===== src/rtl/uart_core.sv =====
// 8N1 UART transmitter/receiver with a seven-segment view of the last received nibble.
// Optional feature macro: UART_DISPLAY_EN (builds the hex-to-segment decoder for display_out).
module uart_core #(
    parameter int CLOCKS_PER_PULSE = 5208
) (
    input  logic       clk,
    input  logic       rstn,
    input  logic [3:0] data_in,
    input  logic       data_en,
    output logic       tx,
    output logic       tx_busy,
    input  logic       rx,
    output logic       ready,
    input  logic       ready_clr,
    output logic [7:0] led_out,
    output logic [7:0] display_out
);

    localparam int CW = $clog2(CLOCKS_PER_PULSE);
    localparam logic [CW-1:0] CNT_ZERO  = CW'(0);
    localparam logic [CW-1:0] CNT_ONE   = CW'(1);
    localparam logic [CW-1:0] BIT_LAST  = CW'(CLOCKS_PER_PULSE - 1);
    localparam logic [CW-1:0] HALF_LAST = CW'(CLOCKS_PER_PULSE / 2 - 1);

    localparam logic [1:0] ST_IDLE  = 2'd0;
    localparam logic [1:0] ST_START = 2'd1;
    localparam logic [1:0] ST_DATA  = 2'd2;
    localparam logic [1:0] ST_STOP  = 2'd3;

    logic [1:0]    tx_state_r;
    logic [CW-1:0] tx_cnt_r;
    logic [2:0]    tx_bit_r;
    logic [7:0]    tx_shift_r;

    logic          rx_meta_r;
    logic          rx_sync_r;
    logic [1:0]    rx_state_r;
    logic [CW-1:0] rx_cnt_r;
    logic [2:0]    rx_bit_r;
    logic [7:0]    rx_shift_r;
    logic          byte_done_s;

    // Transmit FSM: the byte is captured when the frame starts, then shifted out LSB first.
    always_ff @(posedge clk) begin
        if (rstn) begin
            tx_state_r <= ST_IDLE;
            tx_cnt_r   <= CNT_ZERO;
            tx_bit_r   <= 3'd0;
            tx_shift_r <= 8'h00;
            tx         <= 1'b1;
            tx_busy    <= 1'b0;
        end else begin
            case (tx_state_r)
                ST_IDLE: begin
                    tx_cnt_r <= CNT_ZERO;
                    tx_bit_r <= 3'd0;
                    if (data_en) begin
                        tx_state_r <= ST_START;
                        tx_shift_r <= {4'b0000, data_in};
                        tx         <= 1'b0;
                        tx_busy    <= 1'b1;
                    end else begin
                        tx         <= 1'b1;
                        tx_busy    <= 1'b0;
                    end
                end
                ST_START: begin
                    if (tx_cnt_r == BIT_LAST) begin
                        tx_cnt_r   <= CNT_ZERO;
                        tx_bit_r   <= 3'd0;
                        tx         <= tx_shift_r[0];
                        tx_shift_r <= {1'b0, tx_shift_r[7:1]};
                        tx_state_r <= ST_DATA;
                    end else begin
                        tx_cnt_r   <= tx_cnt_r + CNT_ONE;
                    end
                end
                ST_DATA: begin
                    if (tx_cnt_r == BIT_LAST) begin
                        tx_cnt_r <= CNT_ZERO;
                        if (tx_bit_r == 3'd7) begin
                            tx_state_r <= ST_STOP;
                            tx         <= 1'b1;
                        end else begin
                            tx_bit_r   <= tx_bit_r + 3'd1;
                            tx         <= tx_shift_r[0];
                            tx_shift_r <= {1'b0, tx_shift_r[7:1]};
                        end
                    end else begin
                        tx_cnt_r <= tx_cnt_r + CNT_ONE;
                    end
                end
                ST_STOP: begin
                    if (tx_cnt_r == BIT_LAST) begin
                        tx_cnt_r   <= CNT_ZERO;
                        tx_state_r <= ST_IDLE;
                        tx_busy    <= 1'b0;
                    end else begin
                        tx_cnt_r   <= tx_cnt_r + CNT_ONE;
                    end
                end
                default: begin
                    tx_state_r <= ST_IDLE;
                    tx_cnt_r   <= CNT_ZERO;
                    tx         <= 1'b1;
                    tx_busy    <= 1'b0;
                end
            endcase
        end
    end

    // Two-flop synchronizer for the asynchronous serial input, idling high.
    always_ff @(posedge clk) begin
        if (rstn) begin
            rx_meta_r <= 1'b1;
            rx_sync_r <= 1'b1;
        end else begin
            rx_meta_r <= rx;
            rx_sync_r <= rx_meta_r;
        end
    end

    // Receive FSM: half-bit start validation, then one sample per bit period at mid-bit.
    always_ff @(posedge clk) begin
        if (rstn) begin
            rx_state_r <= ST_IDLE;
            rx_cnt_r   <= CNT_ZERO;
            rx_bit_r   <= 3'd0;
            rx_shift_r <= 8'h00;
        end else begin
            case (rx_state_r)
                ST_IDLE: begin
                    rx_cnt_r <= CNT_ZERO;
                    rx_bit_r <= 3'd0;
                    if (!rx_sync_r) begin
                        rx_state_r <= ST_START;
                    end else begin
                        rx_state_r <= ST_IDLE;
                    end
                end
                ST_START: begin
                    if (rx_cnt_r == HALF_LAST) begin
                        rx_cnt_r   <= CNT_ZERO;
                        rx_state_r <= rx_sync_r ? ST_IDLE : ST_DATA;
                    end else begin
                        rx_cnt_r   <= rx_cnt_r + CNT_ONE;
                    end
                end
                ST_DATA: begin
                    if (rx_cnt_r == BIT_LAST) begin
                        rx_cnt_r   <= CNT_ZERO;
                        rx_shift_r <= {rx_sync_r, rx_shift_r[7:1]};
                        if (rx_bit_r == 3'd7) begin
                            rx_state_r <= ST_STOP;
                        end else begin
                            rx_bit_r   <= rx_bit_r + 3'd1;
                        end
                    end else begin
                        rx_cnt_r <= rx_cnt_r + CNT_ONE;
                    end
                end
                ST_STOP: begin
                    if (rx_cnt_r == BIT_LAST) begin
                        rx_cnt_r   <= CNT_ZERO;
                        rx_state_r <= ST_IDLE;
                    end else begin
                        rx_cnt_r   <= rx_cnt_r + CNT_ONE;
                    end
                end
                default: begin
                    rx_state_r <= ST_IDLE;
                    rx_cnt_r   <= CNT_ZERO;
                end
            endcase
        end
    end

    // A byte completes only on a stop sample that reads high; a low stop bit is a framing error.
    always_comb begin
        byte_done_s = 1'b0;
        if ((rx_state_r == ST_STOP) && (rx_cnt_r == BIT_LAST) && rx_sync_r) begin
            byte_done_s = 1'b1;
        end else begin
            byte_done_s = 1'b0;
        end
    end

    // Received-byte register and ready flag; a completing byte wins over ready_clr.
    always_ff @(posedge clk) begin
        if (rstn) begin
            ready   <= 1'b0;
            led_out <= 8'h00;
        end else if (byte_done_s) begin
            ready   <= 1'b1;
            led_out <= rx_shift_r;
        end else if (ready_clr) begin
            ready   <= 1'b0;
        end
    end

`ifdef UART_DISPLAY_EN
    function automatic logic [7:0] seg7_code(input logic [3:0] nib);
        logic [7:0] code;
        case (nib)
            4'h0:    code = 8'hC0;
            4'h1:    code = 8'hF9;
            4'h2:    code = 8'hA4;
            4'h3:    code = 8'hB0;
            4'h4:    code = 8'h99;
            4'h5:    code = 8'h92;
            4'h6:    code = 8'h82;
            4'h7:    code = 8'hF8;
            4'h8:    code = 8'h80;
            4'h9:    code = 8'h90;
            4'hA:    code = 8'h88;
            4'hB:    code = 8'h83;
            4'hC:    code = 8'hC6;
            4'hD:    code = 8'hA1;
            4'hE:    code = 8'h86;
            4'hF:    code = 8'h8E;
            default: code = 8'hFF;
        endcase
        return code;
    endfunction

    assign display_out = seg7_code(led_out[3:0]);
`else
    // Display blanked (active-low segments all off) when the decoder is not built.
    assign display_out = 8'hFF;
`endif

endmodule


===== config.mk =====
export PLATFORM = sky130hd
export DESIGN_NAME = uart_core
export DESIGN_NICKNAME = d
export VERILOG_FILES = /design/src/rtl/uart_core.sv
export SDC_FILE = /design/constraint.sdc
export NUM_CORES = 1
export LEC_CHECK = 0
export ABC_AREA = 1
export CAP_MARGIN = 0
export CELL_PAD_IN_SITES_DETAIL_PLACEMENT = 1
export CELL_PAD_IN_SITES_GLOBAL_PLACEMENT = 2
export CORE_MARGIN = 4
export CORE_UTILIZATION = 33
export DETAILED_ROUTE_END_ITERATION = 8
export HOLD_SLACK_MARGIN = 0.1
export PLACE_DENSITY = 0.9
export REMOVE_ABC_BUFFERS = 1
export SLEW_MARGIN = 20
export SYNTH_ARGS = -nofsm -noshare
export SYNTH_HDL_FRONTEND = slang
export SYNTH_SLANG_ARGS = --single-unit

===== constraint.sdc =====
create_clock -name clk -period 1.8 [get_ports clk]
set_input_delay 0.36 -clock clk [delete_from_list [all_inputs] [get_ports clk]]
set_output_delay 0.36 -clock clk [all_outputs]
set_load 0.02 [all_outputs]

==> results.ini <==
[run_status]
status = completed

[clocking]
clkSinkCount = 61
insertion_delay_ps = 340
postCtsHoldBufs = 0
cts_root_buf = clkbuf_8
cts_tree = yes
cts_buffers = 9
cts.clk_slew.worst_paths_ps = 70
ctsHtreeMaxLevel = 3
clockBufferDepth = 2

[cells_and_area]
area_delta_synth_final_pct = 19.47
fin_area_um2 = 3501
diodes = 0
n_fill_cell = 1099
multi_input_area_um2 = 1459
drive_gt1_share_pct = 12.39
final_cells = 544
regArea_um2 = 1224
fin_nets = 451
final_core_util_pct = 40.34

[drt]
wire_per_inst_um = 12.28
drc_errors = 0
routed_wirelength_mm = 6.683
first_pass_iters = 4
vias = 2604
viasPerCell = 4.787
drt_first_iter_violations = 46
antenna_left = 0

[sta]
setup_slack_ps = 103.2
fin_crit_sh_pct = 94.27
max_clock_freq_mhz = 589.3
setup-violations-final = 0
fin_tns_setup_ps = 0
hold_viol = 0
drv_slew = 0
finalCriticalPeriod_ps = 1697
finClkSkew_ps = 11.13
worst_hold_slack_ps = 411.0

[floorplanning]
core_um2 = 8678
die_h_um = 102.2
ioPinCount = 28
fp-row-count = 34
die_area_um2 = 10450
fp.dieW_um = 102.2
start_util_pct = 33.77

[worst_setup_path]
crit_required_ps = 2040
cp.arrival_ps = 1940
r2r-start = rx_cnt_r[0]
path_class = reg2reg
crit_start = rx_cnt_r[0]
path_max_fanout = 9
crit_path_end_kind = register
cp-start-kind = register

[global_routing]
grt_antenna_before_repair = 0
grt_pass1_vias = 2618
grt-busiest-layer = met2
gr-usage-met1_pct = 15.36
grt_util_met3_pct = 4.505
grt_max_degree = 18
track_usage_pct = 13.72
grt_use_met2_pct = 24.64
grt_pass1_wl_mm = 11.29
overflow = 0

[hold_path]
hp-start = rx_meta_r
hold_path.class = reg2reg

[power]
peakVddDrop_mv = 0.4105
clkPwrFrac_pct = 32.9
power.switching_mw = 1.240
p_seq_share_pct = 40.7
power_leakage_nw = 1.380
swShare_pct = 33.35
p_int_mw = 2.478
comb_power_share_pct = 26.5
cellPowerDensity_nw_per_um2 = 1062
finalPower_mw = 3.718

[logic_synthesis]
synth.distinct_cells = 35
synth-warning-count = 0
synth_seq_cells = 61
synth_cells = 399
syn_area_um2 = 2930
seq_area_frac_synth_pct = 41.67
synth.avg_cell_area_um2 = 7.344

[place]
gp_congestion = 0.7443
numPortBuffers = 19
dp_hpwl_mm = 4.846
pre_cts_ws_ps = 60.82
place_inst = 525
place_area_um2 = 3241

[run]
cap_violations = 0

[cells by family (layout without fill, tap and decap cells)]
family | Yosys count | count (layout) | share of synthesized area (%)
buffers and inverters | 68 | 98 | 10.29
other | 1 | 8 | 0.1280
and+or+nand+nor | 204 | 204 | 31.21
AOI/OAI and AO/OA | 49 | 49 | 10.50
DFF | 61 | 61 | 41.67
xor gates and xnor gates | 5 | 5 | 1.494
adders and majority gates | 11 | 11 | 4.697
[synthesized netlist by cell type (all sizes together)]
cell / n / share of area [%]
nor4: 2 / 0.94
o21a: 1 / 0.26
nor3: 15 / 2.7
nand3: 23 / 4.5
xor2: 5 / 1.5
o211ai: 2 / 0.51
clkbuf: 1 / 0.13
a211oi: 9 / 3.3
dfxtp: 61 / 42
inv: 54 / 6.9
nor2: 68 / 9.2
nand4: 9 / 1.9
a21oi: 25 / 4.3
nor3b: 1 / 0.26
o22ai: 1 / 0.21
nand2: 82 / 11
or2: 4 / 0.85
o21ai: 10 / 1.7
ha: 11 / 4.7
buf: 13 / 3.2
a31oi: 1 / 0.21
conb: 1 / 0.13
[what timing repair did]
action / 4_1_cts / 5_1_grt
setup buffers: 0 / 2
resized for setup: 0 / 9
endpoints found under the setup margin: 0 / 17
[power by group through the flow]
stage | registers [mW] | clock network (mW) | logic, mW
2_1_floorplan | 1.55 | 0 | 0.677
3_3_place_gp | 1.54 | 0 | 0.955
3_5_place_dp | 1.55 | 0 | 0.974
4_1_cts | 1.51 | 1.27 | 0.984
5_1_grt | 1.53 | 1.33 | 1.14
6_report | 1.51 | 1.22 | 0.985
[path summary, 6_finish.rpt]
| kind | to | slack [ps] | cells after the start |
|---|---|---|---|
| worst min register to register | rx_sync_r | 410 | 1 |
| worst max register to register | led_out[0] | 100 | 10 |
| worst max-delay path | led_out[0] | 100 | 10 |
| worst min-delay path | rx_sync_r | 410 | 1 |
[layout by cell type, fill, tap and decap left out, types with 2 or more instances in the layout]
cell type         n
nor2_2            2
or2_2             3
dfxtp_1          59
nor2_1           64
a211oi_1          3
nand2_1          78
o21ai_0           9
buf_4             7
nand3_1          20
xor2_1            5
nand2_2           2
nor3_1           14
nor2_4            2
a21oi_1          25
clkbuf_8         10
clkbuf_1          2
clkinv_2          2
conb_1            8
inv_2             6
clkdlybuf4s50_1  19
nand2_4           2
o211ai_1          2
nand4_1           9
inv_1            48
a211oi_2          6
dfxtp_2           2
ha_1             10
nand3_2           2
[worst max-delay path, cell delays in order, from the launching register on]
cell	delay, ps
dfxtp_2	350
ha_2	210
nand2_2	80
nor2_4	120
nand3_4	110
nor4_4	280
buf_4	180
buf_12	120
nand2_1	50
nand2_1	60
nor2_1	40
[routing by layer]
metal,vias up,wire length (µm)
met2,25,3480
met4,0,86
li1,1331,-
met5,-,0
met3,7,179
met1,1241,2936
[sequential cells by signal, summed over array words and instances (netlist names), named ones only]
| name | count |
|---|---|
| rx_bit_r | 3 |
| rx_state_r | 1 |
| tx_cnt_r | 13 |
| tx_busy | 1 |
| tx_shift_r | 4 |
| tx | 1 |
| rx_sync_r | 1 |
| led_out | 8 |
| rx_cnt_r | 13 |
| rx_meta_r | 1 |
| tx_bit_r | 3 |
| ready | 1 |
| tx_state_r | 2 |
| rx_shift_r | 8 |
[final cells by class]
cell class                 count  area share [%]
clock buffer                  12           4.146
clock inverter                 4           1.358
inverter                      54           5.790
multi-input combinational    277           41.67
sequential                    61           34.95
tap                          108           3.860
timing repair buffer          28           8.220
Note: power is estimated with default switching activity, not from simulation.
==> patch: new RTL, same settings <==
`CLOCKS_PER_PULSE`: 5208 -> 20832.
--- a/src/rtl/uart_core.sv
+++ b/src/rtl/uart_core.sv
@@ -1,7 +1,7 @@
 // 8N1 UART transmitter/receiver with a seven-segment view of the last received nibble.
 // Optional feature macro: UART_DISPLAY_EN (builds the hex-to-segment decoder for display_out).
 module uart_core #(
-    parameter int CLOCKS_PER_PULSE = 5208
+    parameter int CLOCKS_PER_PULSE = 20832
 ) (
     input  logic       clk,
     input  logic       rstn,
Formal check against the unedited RTL: no difference found for any inputs over 10 cycles, from zero or initial values and one cycle with rstn high; that may be too few to reach the edited logic, so the function may still have changed.
==> patch against the unedited design <==
Clock skew decreased by 0.0045 ns. Final area is 8.4% higher. Global-route usage decreased by 0.43 points. First-iteration DRC count is 13% higher. Highest routed layer unchanged. Final cell count up 7.2%. Largest cell class unchanged. Fmax grew 2.8%. Area after synthesis increased by 7.8%. Power rose by 13%. Wire length up 4.7%. Utilization is 0.54 points higher. Worst hold slack improved by 0.0064 ns. Sequential cell count grew 4. Setup slack improved by 0.046 ns. Count of clock-buffer cells in the layout down 3.
==> patch: results (changes against the unedited design) <==
Global routing
  • GRT Overall Usage: 13.29% (was 13.72%)
  • Largest net degree at the start of global routing: 18 (unchanged)
  • First-pass GRT wire length: 12240 um (was 11290 um)

Power and ir drop
  • Max VDD drop: 0.0004459 V (was 0.0004105 V)
  • Leak: 1.496 nW (was 1.380 nW)

Finish
  • Final nets: 469 (was 451)
  • Share of layout cells above drive strength 1: 14.32% (was 12.39%)
  • Non-Filler Instances: 583 (was 544)
  • Largest regs: rx_cnt_r (15), tx_cnt_r (15) (was rx_cnt_r (13), tx_cnt_r (13))

Critical path
  • R2R depth: 9 (was 10)
  • Arrival time at the worst endpoint: 1.29 ns (was 1.94 ns)
  • Setup slack, reg-to-reg: 0.17 ns (was 0.10 ns)
  • Cell with the largest stage delay on the worst path: clkdlybuf4s50_1 (was dfxtp_2)
  • Top delay family on crit path: buffers and inverters (was simple AND/OR/NAND/NOR gates)
  • Crit-path max cell delay: 0.61 ns (was 0.35 ns)
  • Critical path fanouts, max: 2 (was 9)

Place
  • DP Cell Count: 566 (was 525)
  • Placed cell area: 3500 um^2 (was 3241 um^2)
  • GP Congestion: 0.7769 (was 0.7443)
  • HPWL Detailed: 5099 um (was 4846 um)

CTS
  • Clock Path Buffers: 2 (unchanged)

Yosys
  • Mapped Cells: 419 (was 399)
  • Synth top area share: 41.20% (was 41.67%)
  • Top cells by count, synth: 65 x dfxtp_1, 63 x nor2_1, 62 x nand2_1 (was 79 x nand2_1, 64 x nor2_1, 61 x dfxtp_1)
  • Yosys cell types: 37 (was 35)
  • Sequential element share of the synthesized area: 41.20% (was 41.67%)
  • XOR/XNOR share of the synthesized area: 3.328% (was 1.494%)
  • Mux contribution to synthesized area: 1.070% (was 0%)
  • Synth top area cells: dfxtp_1 41%, nor2_1 7.5%, nand2_1 7.4%, inv_1 6.8%, ha_1 4.4% (was dfxtp_1 42%, nand2_1 10%, nor2_1 8.2%, inv_1 6.1%, ha_1 4.7%)
  • Post-Synth Adder-Cell Area: 4.358% (was 4.697%)
  • Complex-gate fraction of the synthesized area: 9.746% (was 10.50%)

Run status
  • Status: finished clean (unchanged)

Drt
  • Via Count: 2669 (was 2604)
  • Drt total wl: 6997 um (was 6683 um)
  • Initial DRC count: 52 (was 46)

Timing
  • Clock Skew: 0.006610 ns (was 0.01113 ns)

Worst hold path
  • Hold Crit Class: reg2reg (unchanged)
## patch: changes by cell type after synthesis, sizes merged, moves of 4 or more
cell,unedited run,this run
inv,54,59
xor2,5,10
o21ai,10,24
nor3,15,10
buf,13,17
nor3b,1,5
dfxtp,61,65
nand4,9,14
a211oi,9,0
nand2,82,64
## patch: final cells by class
cell class	count	area [um^2]
fill	1165	5489
multi-input combinational	281	1556
sequential	65	1303
timing repair buffer	32	300.3
inverter	60	225.2
tap	129	161.4
clock inverter	7	125.1
clock buffer	9	123.9
## patch: cells by family (layout without fill, tap and decap cells)
family / count (synthesis) / after routing
AOI/OAI and AO/OA: 53 / 53
xor gates and xnor gates: 12 / 12
and+or+nand+nor: 194 / 194
adders and majority gates: 11 / 11
muxes: 3 / 3
buffers and inverters: 80 / 108
DFF: 65 / 65
other: 1 / 8
## patch: per-layer routing
layer	vias to the layer above	track usage [%]	wire, um
met5	-	0	0
li1	1380	-	-
met2	27	23.00	3524
met1	1256	15.98	3197
met3	6	3.797	211
met4	0	3.885	64
## patch: final timing paths
| kind | startpoint | end |
|---|---|---|
| setup / recovery | led_out[0]$_SDFFE_PP0P_ | led_out[0] |
| setup reg to reg | tx_state_r[0]$_SDFFE_PP0P_ | tx_shift_r[1]$_SDFFE_PP0P_ |
| hold / removal | rx_meta_r$_SDFF_PP1_ | rx_sync_r$_SDFF_PP1_ |
| hold reg to reg | rx_meta_r$_SDFF_PP1_ | rx_sync_r$_SDFF_PP1_ |
## patch: where the power goes
group / internal, W / switching, W / total (W)
clock network: 0.000937 / 0.000610 / 0.00155
logic: 0.000427 / 0.000633 / 0.00106
registers: 0.00154 / 0.0000659 / 0.00160
total: 0.00290 / 0.00131 / 0.00421
## patch: timing repair
item	4_1_cts	5_1_grt
hold buffers	0	0
resized for setup	0	12
setup buffers	0	1
endpoints found under the setup margin	0	19
## patch: through the flow
step | utilization (%) | hold WS, ns | setup slack (ns)
final | 40.88 | 0.4175 | 0.1487
after global routing | 40.88 | 0.4457 | 0.008095
after CTS | 40.38 | 0.4241 | 0.01323
after detailed placement | 37.70 | 0.4039 | 0.03465
after global placement | 37.70 | 0.3942 | 0.1300
after floorplan | - | 0.3895 | 0.1766
